## src/rtl/mem_dma.sv

```systemverilog
// Byte-serial memory-to-memory copy engine: READ then WRITE per byte, ascending order.
// Optional fill mode (constant pattern, one byte per cycle) is enabled by defining DMA_FILL_EN.
module mem_dma #(
  parameter int ADDR_W = 8,
  parameter int DATA_W = 8
) (
  input  logic              clk,
  input  logic              rst,
  input  logic              start,
  input  logic [ADDR_W-1:0] src,
  input  logic [ADDR_W-1:0] dst,
  input  logic [ADDR_W-1:0] len,
`ifdef DMA_FILL_EN
  input  logic              fill,
  input  logic [DATA_W-1:0] fill_val,
`endif
  output logic              busy,
  output logic              done,
  output logic [ADDR_W-1:0] mem_addr,
  output logic [DATA_W-1:0] mem_wdata,
  output logic              mem_write,
  input  logic [DATA_W-1:0] mem_rdata
);

  typedef enum logic [1:0] {
    IDLE  = 2'd0,
    READ  = 2'd1,
    WRITE = 2'd2,
    DONE  = 2'd3
  } state_t;

  state_t            state_q, state_d;
  logic [ADDR_W-1:0] src_q, src_d;
  logic [ADDR_W-1:0] dst_q, dst_d;
  logic [ADDR_W-1:0] cnt_q, cnt_d;
  logic [DATA_W-1:0] buf_q, buf_d;

  logic              fill_req;
  logic              fill_mode;
  logic [DATA_W-1:0] fill_data;

`ifdef DMA_FILL_EN
  logic              fill_q, fill_d;
  logic [DATA_W-1:0] fill_val_q, fill_val_d;

  assign fill_req  = fill;
  assign fill_mode = fill_q;
  assign fill_data = fill_val_q;

  always_comb begin
    fill_d     = fill_q;
    fill_val_d = fill_val_q;
    if (state_q == IDLE && start) begin
      fill_d     = fill;
      fill_val_d = fill_val;
    end
  end

  always_ff @(posedge clk) begin
    if (rst) begin
      fill_q     <= 1'b0;
      fill_val_q <= '0;
    end else begin
      fill_q     <= fill_d;
      fill_val_q <= fill_val_d;
    end
  end
`else
  assign fill_req  = 1'b0;
  assign fill_mode = 1'b0;
  assign fill_data = '0;
`endif

  always_comb begin
    state_d   = state_q;
    src_d     = src_q;
    dst_d     = dst_q;
    cnt_d     = cnt_q;
    buf_d     = buf_q;
    busy      = 1'b0;
    done      = 1'b0;
    mem_addr  = '0;
    mem_wdata = '0;
    mem_write = 1'b0;
    case (state_q)
      IDLE: begin
        if (start) begin
          src_d = src;
          dst_d = dst;
          cnt_d = len;
          if (len == '0)     state_d = DONE;
          else if (fill_req) state_d = WRITE;
          else               state_d = READ;
        end
      end
      READ: begin
        busy     = 1'b1;
        mem_addr = src_q;
        buf_d    = mem_rdata;
        state_d  = WRITE;
      end
      WRITE: begin
        busy      = 1'b1;
        mem_addr  = dst_q;
        mem_wdata = fill_mode ? fill_data : buf_q;
        // Suppress the strobe while reset is held so an abort commits nothing further.
        mem_write = ~rst;
        src_d     = src_q + 1'b1;
        dst_d     = dst_q + 1'b1;
        cnt_d     = cnt_q - 1'b1;
        if (cnt_q == ADDR_W'(1)) state_d = DONE;
        else if (fill_mode)      state_d = WRITE;
        else                     state_d = READ;
      end
      DONE: begin
        done    = 1'b1;
        state_d = IDLE;
      end
      default: state_d = IDLE;
    endcase
  end

  always_ff @(posedge clk) begin
    if (rst) begin
      state_q <= IDLE;
      src_q   <= '0;
      dst_q   <= '0;
      cnt_q   <= '0;
      buf_q   <= '0;
    end else begin
      state_q <= state_d;
      src_q   <= src_d;
      dst_q   <= dst_d;
      cnt_q   <= cnt_d;
      buf_q   <= buf_d;
    end
  end

endmodule
```

## config.mk

```make
export PLATFORM = sky130hd
export DESIGN_NAME = mem_dma
export DESIGN_NICKNAME = d
export VERILOG_FILES = /design/src/rtl/mem_dma.sv
export SDC_FILE = /design/constraint.sdc
export NUM_CORES = 1
export LEC_CHECK = 0
export ABC_AREA = 0
export CAP_MARGIN = 20
export CORE_UTILIZATION = 49
export DETAILED_ROUTE_END_ITERATION = 16
export GPL_TIMING_DRIVEN = 0
export PLACE_DENSITY = 0.91
export SKIP_CTS_REPAIR_TIMING = 1
export SLEW_MARGIN = 40
export SYNTH_ARGS = -nofsm -noshare
export SYNTH_HDL_FRONTEND = slang
export SYNTH_SLANG_ARGS = --single-unit
```

## constraint.sdc

```tcl
create_clock -name clk -period 1.8 [get_ports clk]
set_input_delay 0.45 -clock clk [delete_from_list [all_inputs] [get_ports clk]]
set_output_delay 0.45 -clock clk [all_outputs]
set_load 0.03 [all_outputs]
```

=== Yosys cells after proc, flatten, opt, wreduce, memory -nomap -nowiden ===
Index checks and enable logic that the tools add are counted.

* Register bits: 34
* Input bits: 35
* Output and inout port bits: 19
* Word-level logic and storage cells: 34

* Add/sub/neg operators: 3
* Equal/unequal tests: 5
* Multiplexer cells: 15
* Bitwise operators: 1
* Reduce and logical (&&, ||, !) cells: 5

{| class="wikitable"
|+ Operator list
! cell !! number
|-
| one-hot mux 8 bit (2 select lines) || 4
|-
| 2-to-1 mux 8 bit || 4
|-
| adder 8 x 1 -> 8 bit (second input constant) || 2
|-
| == test 8 x 1 -> 1 bit (second input constant) || 1
|-
| logical NOT 8 bit || 1
|-
| one-hot mux 2 bit (4 select lines) || 1
|-
| subtractor 8 x 1 -> 8 bit (second input constant) || 1
|-
| 2-to-1 mux 2 bit || 3
|-
| == test 2 bit (second input constant) || 2
|-
| 2-to-1 mux 1 bit || 3
|-
| == test 2 x 1 -> 1 bit (second input constant) || 1
|-
| logical NOT 2 bit || 1
|-
| != test 2 bit (second input constant) || 1
|-
| AND reduction 2 bit || 1
|-
| nonzero test 2 bit || 1
|-
| OR reduction 2 bit || 1
|-
| NOT 1 bit || 1
|}

=== Logic depth before layout (Yosys ltp) ===
Gate-level depths: netlist (run 1).

* Depth in word-level cells: 4
* Depth in mapped cells: 8
* Depth with buffers taken out: 6

=== Least setup slack after synthesis (run 1) ===
No wires, ideal clock.

* Path type: register to output
* Start: register state_q[1]
* End: output mem_addr[6]
* Arrival: 1814 ps
* Required time: 1350 ps
* Slack: -464 ps
* Cell stages (with the launch flop): 7
* Buffers on the path: 2
* Cells stage by stage: dfxtp_1 -> inv_1 -> ha_1 -> clkbuf_1 -> buf_2 -> nand2_1 -> a21boi_0

* Word-level cells in the longest chain between the ends: 2
* Elaborated cells on any way between the ends: 3
* Classes of those cells: eq/ne: 2; mux: 1

{| class="wikitable"
|+ RTL lines
! what !! line !! source
|-
| start, declared || 32 || <nowiki>state_t state_q, state_d;</nowiki>
|-
| start signal, assigned || 131 || <nowiki>state_q <= state_d;</nowiki>
|-
| == test 2 bit or == test 2 x 1 -> 1 bit (tied branches) || 85 || <nowiki>case (state_q)</nowiki>
|-
| one-hot mux 8 bit (2 select lines) * || 85 ||
|-
| end, declared || 19 || <nowiki>output logic [ADDR_W-1:0] mem_addr,</nowiki>
|}

Every way passes the cells marked *; elsewhere a longest branch is shown, timed or not.

=== Worst setup path after layout (run 1) ===
* Start: register state_q[0]
* End: output mem_addr[6]

Same word-level chain as after synthesis.

==> qor.txt, run 1 <==
CP Launch Point: state_q[0]$_SDFFE_PP0P_
WP data required: 1.35 ns
Buffers on Ports: 52
Reg area: 686 µm²
PwrDens: 1690 mW/mm²
Crit. End Element: output pin
Fillers: 252
Placed Area: 0.00266 mm²
H-tree Lvls: 2
Worst slew pin tran: 0.635 ns
Crit path capture: mem_addr[6]
Cell area after synthesis: 0.00204 mm²
Drt total wl: 7830 µm
Syn avg cell area: 7.86 µm²
R2R Setup Slk: -0.02 ns
Slew margin rel.: 57.7%
Final setup viols: 21
Net Count, Synth: 303
Synth Area in Compound Gates: 25.8%
WP data arrival: 1.56 ns
Leak: 0.00124 µW
Final setup margin: -0.212 ns
Worst R2R End: cnt_q[7]$_SDFFE_PP0P_
Clk_lat worst skew: 0.30 ns
Reg clk slew, reported paths: 0.07 ns
Total GRT Usage: 29.9%
Largest fanout on the critical path: 5
Layout Skew: 0.00943 ns
Path type of the worst setup path: flop to output pin
Top cells by area, synth: dfxtp_1 33%, mux2i_1 5.4%, ha_1 4.9%
Chip height: 66.6 µm
Die width: 66.6 µm
Nets@finish: 382
Share of the synthesized area in the top cell type: 33.3%
Synth warn: 0
Largest net degree at the start of global routing: 11
CTS root buf: clkbuf_8
Post-Synth XOR/XNOR Area: 0%
# IOs: 54
Reg-to-reg startpoint: state_q[0]$_SDFFE_PP0P_
Vias in the first global route: 2031
Worst min path class: flop to flop
Reg2Reg Depth: 8
Grt ovf: 0
Routability Congestion: 0.906
Final Power: 5310 µW
Synth Flop Type: dfxtp_1
Yosys reg bits: 34
Initial DRC Count: 438
Failing checks: setup timing
DRC viols: 0
Final Cell Area: 0.00314 mm²
Post-synthesis sequential area ratio: 33.3%
Fmax: 0.497 GHz
Core area: 0.00400 mm²
Area Overhead vs Synth: 53.8%
Layout cells sized above 1: 26.8%
Synth Area in Simple Gates: 23.9%
Status: complete, but fails checks
Drt first pass iters: 9
Wire per inst: 20.1 µm
Final period util: 112%
Number of flops mapped to enable cells by yosys: 0
Total CTS buffers: 5
Crit path time final: 2.01 ns
RSZ-0062 raised after global routing: true
Count of final hold-check violations: 0
Commonest non-fill, non-tap cells in the layout: 32 x dfxtp_1, 32 x clkdlybuf4s50_1, 26 x buf_4
Via density: 6.67
Multi-input gate area: 0.00140 mm²
Peak supply drop: 896 µV
Synth Instances: 260
Largest family of logic cells by synthesized area: compound AO/OA/AOI/OAI gates
Final Max Tran Viols: 0
First-pass GRT wire length: 9890 µm
Site row count: 23
Die area: 0.00443 mm²
Clock buffer depth: 2
Crit start category: flop
Post-synthesis mux area share: 6.49%
Async set-reset flop share out of synthesis: 0%
Antenna violations before repair: 0
Ant. Diodes: 0
Initial core utilization: 51.1%
DR vias: 2596
Remaining antenna violation count after routing: 0
Synth area leader: dfxtp_1
Post-synth cell types: 46
CTS tree: done
Clk sinks: 34
Synth Area in Adders: 4.90%
Max cap viols: 0
Dpl hpwl: 4320 µm
-- sequential cells by signal, summed over array words and instances (netlist names) --
name / count
dst_q: 8
buf_q: 8
src_q: 8
state_q: 2
cnt_q: 8
-- per-stage QoR --
step	utilization, %	setup slack (ns)	hold WS (ns)	instances	TNS (ns)
after floorplan	-	-0.0649	0.452	260	-0.233
after global placement	66.6	-0.809	0.465	362	-17.42
after detailed placement	66.6	-0.843	0.480	362	-18.88
after CTS	68.5	-1.20	0.495	369	-22.33
after global routing	78.5	-0.246	0.530	389	-4.07
final	78.5	-0.212	0.488	389	-3.14
-- area by class of cell --
cell class              count  area share, %
clock buffers               7           2.43
inverters                  10           1.43
repair buffers             73           22.2
plain buffers              17           5.46
flip-flops and latches     34           21.8
multi-input cells         198           44.7
well taps                  50           1.99
-- kinds of logic (layout without fill, tap and decap cells) --
group           after synthesis  after routing
fa+ha+maj                     8              8
mux                          13             13
flops                        34             34
simple gates                 97             97
buf+inv                      28            107
compound gates               80             80
-- power breakdown --
group | switching [µW] | leakage (µW) | internal (µW)
clock network | 290 | 0.0000383 | 266
registers | 348 | 0.000281 | 1030
logic | 1790 | 0.000922 | 1580
total | 2420 | 0.00124 | 2880
-- critical path, cell delays in order, from the launching register on --
cell and delay, ns:
dfxtp_4 0.36, inv_4 0.07, ha_4 0.16, buf_8 0.15, buf_8 0.12, nand2_4 0.06
a21boi_2 0.17, buf_6 0.15
-- cells in the mapped netlist (all sizes together), types with 3 or more instances --
cell	n
a211oi	7
a21boi	3
a21o	3
a21oi	18
a221oi	6
a22oi	9
and2	10
and3	4
buf	7
clkbuf	11
dfxtp	34
ha	8
inv	10
mux2i	11
nand2	19
nand3	7
nor2	25
nor2b	10
nor3	8
nor4	3
o21ai	18
-- worst min path at each step --
stage	start	cells after the start	slack, ns	endpoint
final	buf_q[2]$_SDFFE_PP0N_	2	0.49	buf_q[2]$_SDFFE_PP0N_
after global routing	buf_q[6]$_SDFFE_PP0N_	2	0.53	buf_q[6]$_SDFFE_PP0N_
after CTS	buf_q[2]$_SDFFE_PP0N_	2	0.49	buf_q[2]$_SDFFE_PP0N_
after detailed placement	buf_q[2]$_SDFFE_PP0N_	2	0.48	buf_q[2]$_SDFFE_PP0N_
after global placement	buf_q[6]$_SDFFE_PP0N_	2	0.47	buf_q[6]$_SDFFE_PP0N_
after floorplan	buf_q[0]$_SDFFE_PP0N_	2	0.45	buf_q[0]$_SDFFE_PP0N_
-- per-layer routing --
layer | up-vias | GRT usage [%] | routed length (µm)
li1 | 1106 | - | -
met1 | 1194 | 40.4 | 2960
met2 | 245 | 44.2 | 3650
met3 | 51 | 5.99 | 907
met4 | 0 | 16.2 | 319
met5 | - | 0 | 0
(Power assumes the default switching activity.)
==> run 2: changes to the inputs <==
--- a/config.mk
+++ b/config.mk
@@ -9,8 +9,9 @@
 export CAP_MARGIN = 20
 export CORE_UTILIZATION = 49
 export DETAILED_ROUTE_END_ITERATION = 16
+export GPL_ROUTABILITY_DRIVEN = 0
 export GPL_TIMING_DRIVEN = 0
-export PLACE_DENSITY = 0.91
+export PLACE_DENSITY = 0.81
 export SKIP_CTS_REPAIR_TIMING = 1
 export SLEW_MARGIN = 40
 export SYNTH_ARGS = -nofsm -noshare
==> run 2 against run 1 <==
Net effect:
- the run still ends with setup timing left
- hold slack better by 0.010 ns
- clock power is 10% higher
- routed wire length is 6.6% lower
- die area stayed put
- clock skew is 0.0015 ns higher
- worst setup slack better by 0.024 ns
- final area is 0.96% higher
- global-route usage is 1.5 points lower
- via count is 6.1% lower
- critical path depth stayed put
==> qor.txt, run 2 (synthesis gave the netlist of run 1 again) <==
Site row count: 23
RSZ-0062 raised after global routing: true
Initial core utilization: 51.1%
Metal3 WL: 727 µm
Via density: 6.26
Final period util: 110%
Finished Layout Cells: 389
Drt first pass iters: 5
Final Max Tran Viols: 0
Status: complete, but fails checks
Setup TNS: -2.34 ns
Largest net degree at the start of global routing: 11
Ant. Diodes: 0
Total CTS buffers: 5
Leak: 0.00124 µW
Final setup viols: 18
Max cap viols: 0
Largest fanout on the critical path: 5
Buffers on Ports: 52
Grt ovf: 0
Reg clk slew, reported paths: 0.08 ns
Chip height: 66.6 µm
# IOs: 54
Fmax: 0.503 GHz
Area Overhead vs Synth: 55.2%
Die width: 66.6 µm
Placed Area: 0.00266 mm²
DR vias: 2437
Commonest non-fill, non-tap cells in the layout: 32 x dfxtp_1, 32 x clkdlybuf4s50_1, 24 x nor2_1
Nets@finish: 381
Remaining antenna violation count after routing: 0
Total GRT Usage: 28.5%
WP data arrival: 1.54 ns
Slew margin rel.: 53.5%
Routed wl met2: 3480 µm
First-pass GRT wire length: 9450 µm
PwrDens: 1650 mW/mm²
Crit. End Element: output pin
Clock buffer depth: 2
Final Cell Area: 0.00317 mm²
Path type of the worst setup path: flop to output pin
Failing checks: setup timing
Placed instance count: 362
Clk sinks: 34
Worst slew pin tran: 0.698 ns
Drt total wl: 7320 µm
Core area: 0.00400 mm²
Antenna violations before repair: 0
WP data required: 1.35 ns
Count of final hold-check violations: 0
Peak supply drop: 842 µV
Worst min path class: flop to flop
H-tree Lvls: 2
Post-place setup slack: -0.831 ns
Wire per inst: 18.8 µm
CTS root buf: clkbuf_8
Top sig layer: met4
CTS tree: done
Routed length on met1: 2900 µm
DRC viols: 0
Die area: 0.00443 mm²
Layout cells sized above 1: 28.0%
Vias in the first global route: 2002
Clk_lat worst skew: 0.30 ns
Layout Skew: 0.0109 ns
Crit start category: flop
Initial DRC Count: 232
Dpl hpwl: 4220 µm
Final setup margin: -0.188 ns
Crit path time final: 1.99 ns
run 2: cell count changes in the layout (fill, tap and decap cells not counted), moves of 2 or more:
cell,before,now
buf_4,26,19
buf_6,14,21
clkbuf_1,6,4
inv_4,3,1
run 2: path summary, 6_finish.rpt:
| kind | from | endpoint | slack [ns] | cells after the start |
|---|---|---|---|---|
| hold / removal | buf_q[5]$_SDFFE_PP0N_ | buf_q[5]$_SDFFE_PP0N_ | 0.50 | 2 |
| setup reg to reg | cnt_q[6]$_SDFFE_PP0P_ | state_q[1]$_SDFFE_PP0P_ | -0.04 | 4 |
| setup / recovery | state_q[0]$_SDFFE_PP0P_ | mem_addr[6] | -0.19 | 7 |
| hold reg to reg | buf_q[5]$_SDFFE_PP0N_ | buf_q[5]$_SDFFE_PP0N_ | 0.50 | 2 |
run 2: report_power, final:
part / switching [µW] / internal (µW)
logic: 1720 / 1540
registers: 323 / 1030
clock network: 305 / 309
total: 2350 / 2880
run 2: final cells by class:
cell class,instances,area [µm²]
sequential,34,686
inverter,10,45.0
multi-input combinational,198,1410
tap,50,62.6
timing repair buffer,72,699
buffer,17,179
clock inverter,1,5.00
clock buffer,7,86.3
fill,268,828
run 2: metal layers:
layer,global-route usage [%],vias up
met1,37.9,1147
met3,5.82,25
met5,0,-
met2,45.6,166
met4,8.78,0
li1,-,1099
run 2: worst max-delay path: stages (launching register included):
cell      delay (ns)
dfxtp_4         0.37
inv_4           0.07
ha_4            0.17
buf_12          0.14
buf_8           0.11
nand2_4         0.05
a21boi_2        0.17
buf_6           0.15
run 2: through the flow:
stage	total power (µW)	utilization [%]	hold WS, ns
3_3_place_gp	3540	66.6	0.463
6_report	5230	79.3	0.498
3_5_place_dp	3590	66.6	0.476
4_1_cts	4190	68.9	0.495
5_1_grt	5480	79.3	0.519
2_1_floorplan	2880	-	0.452
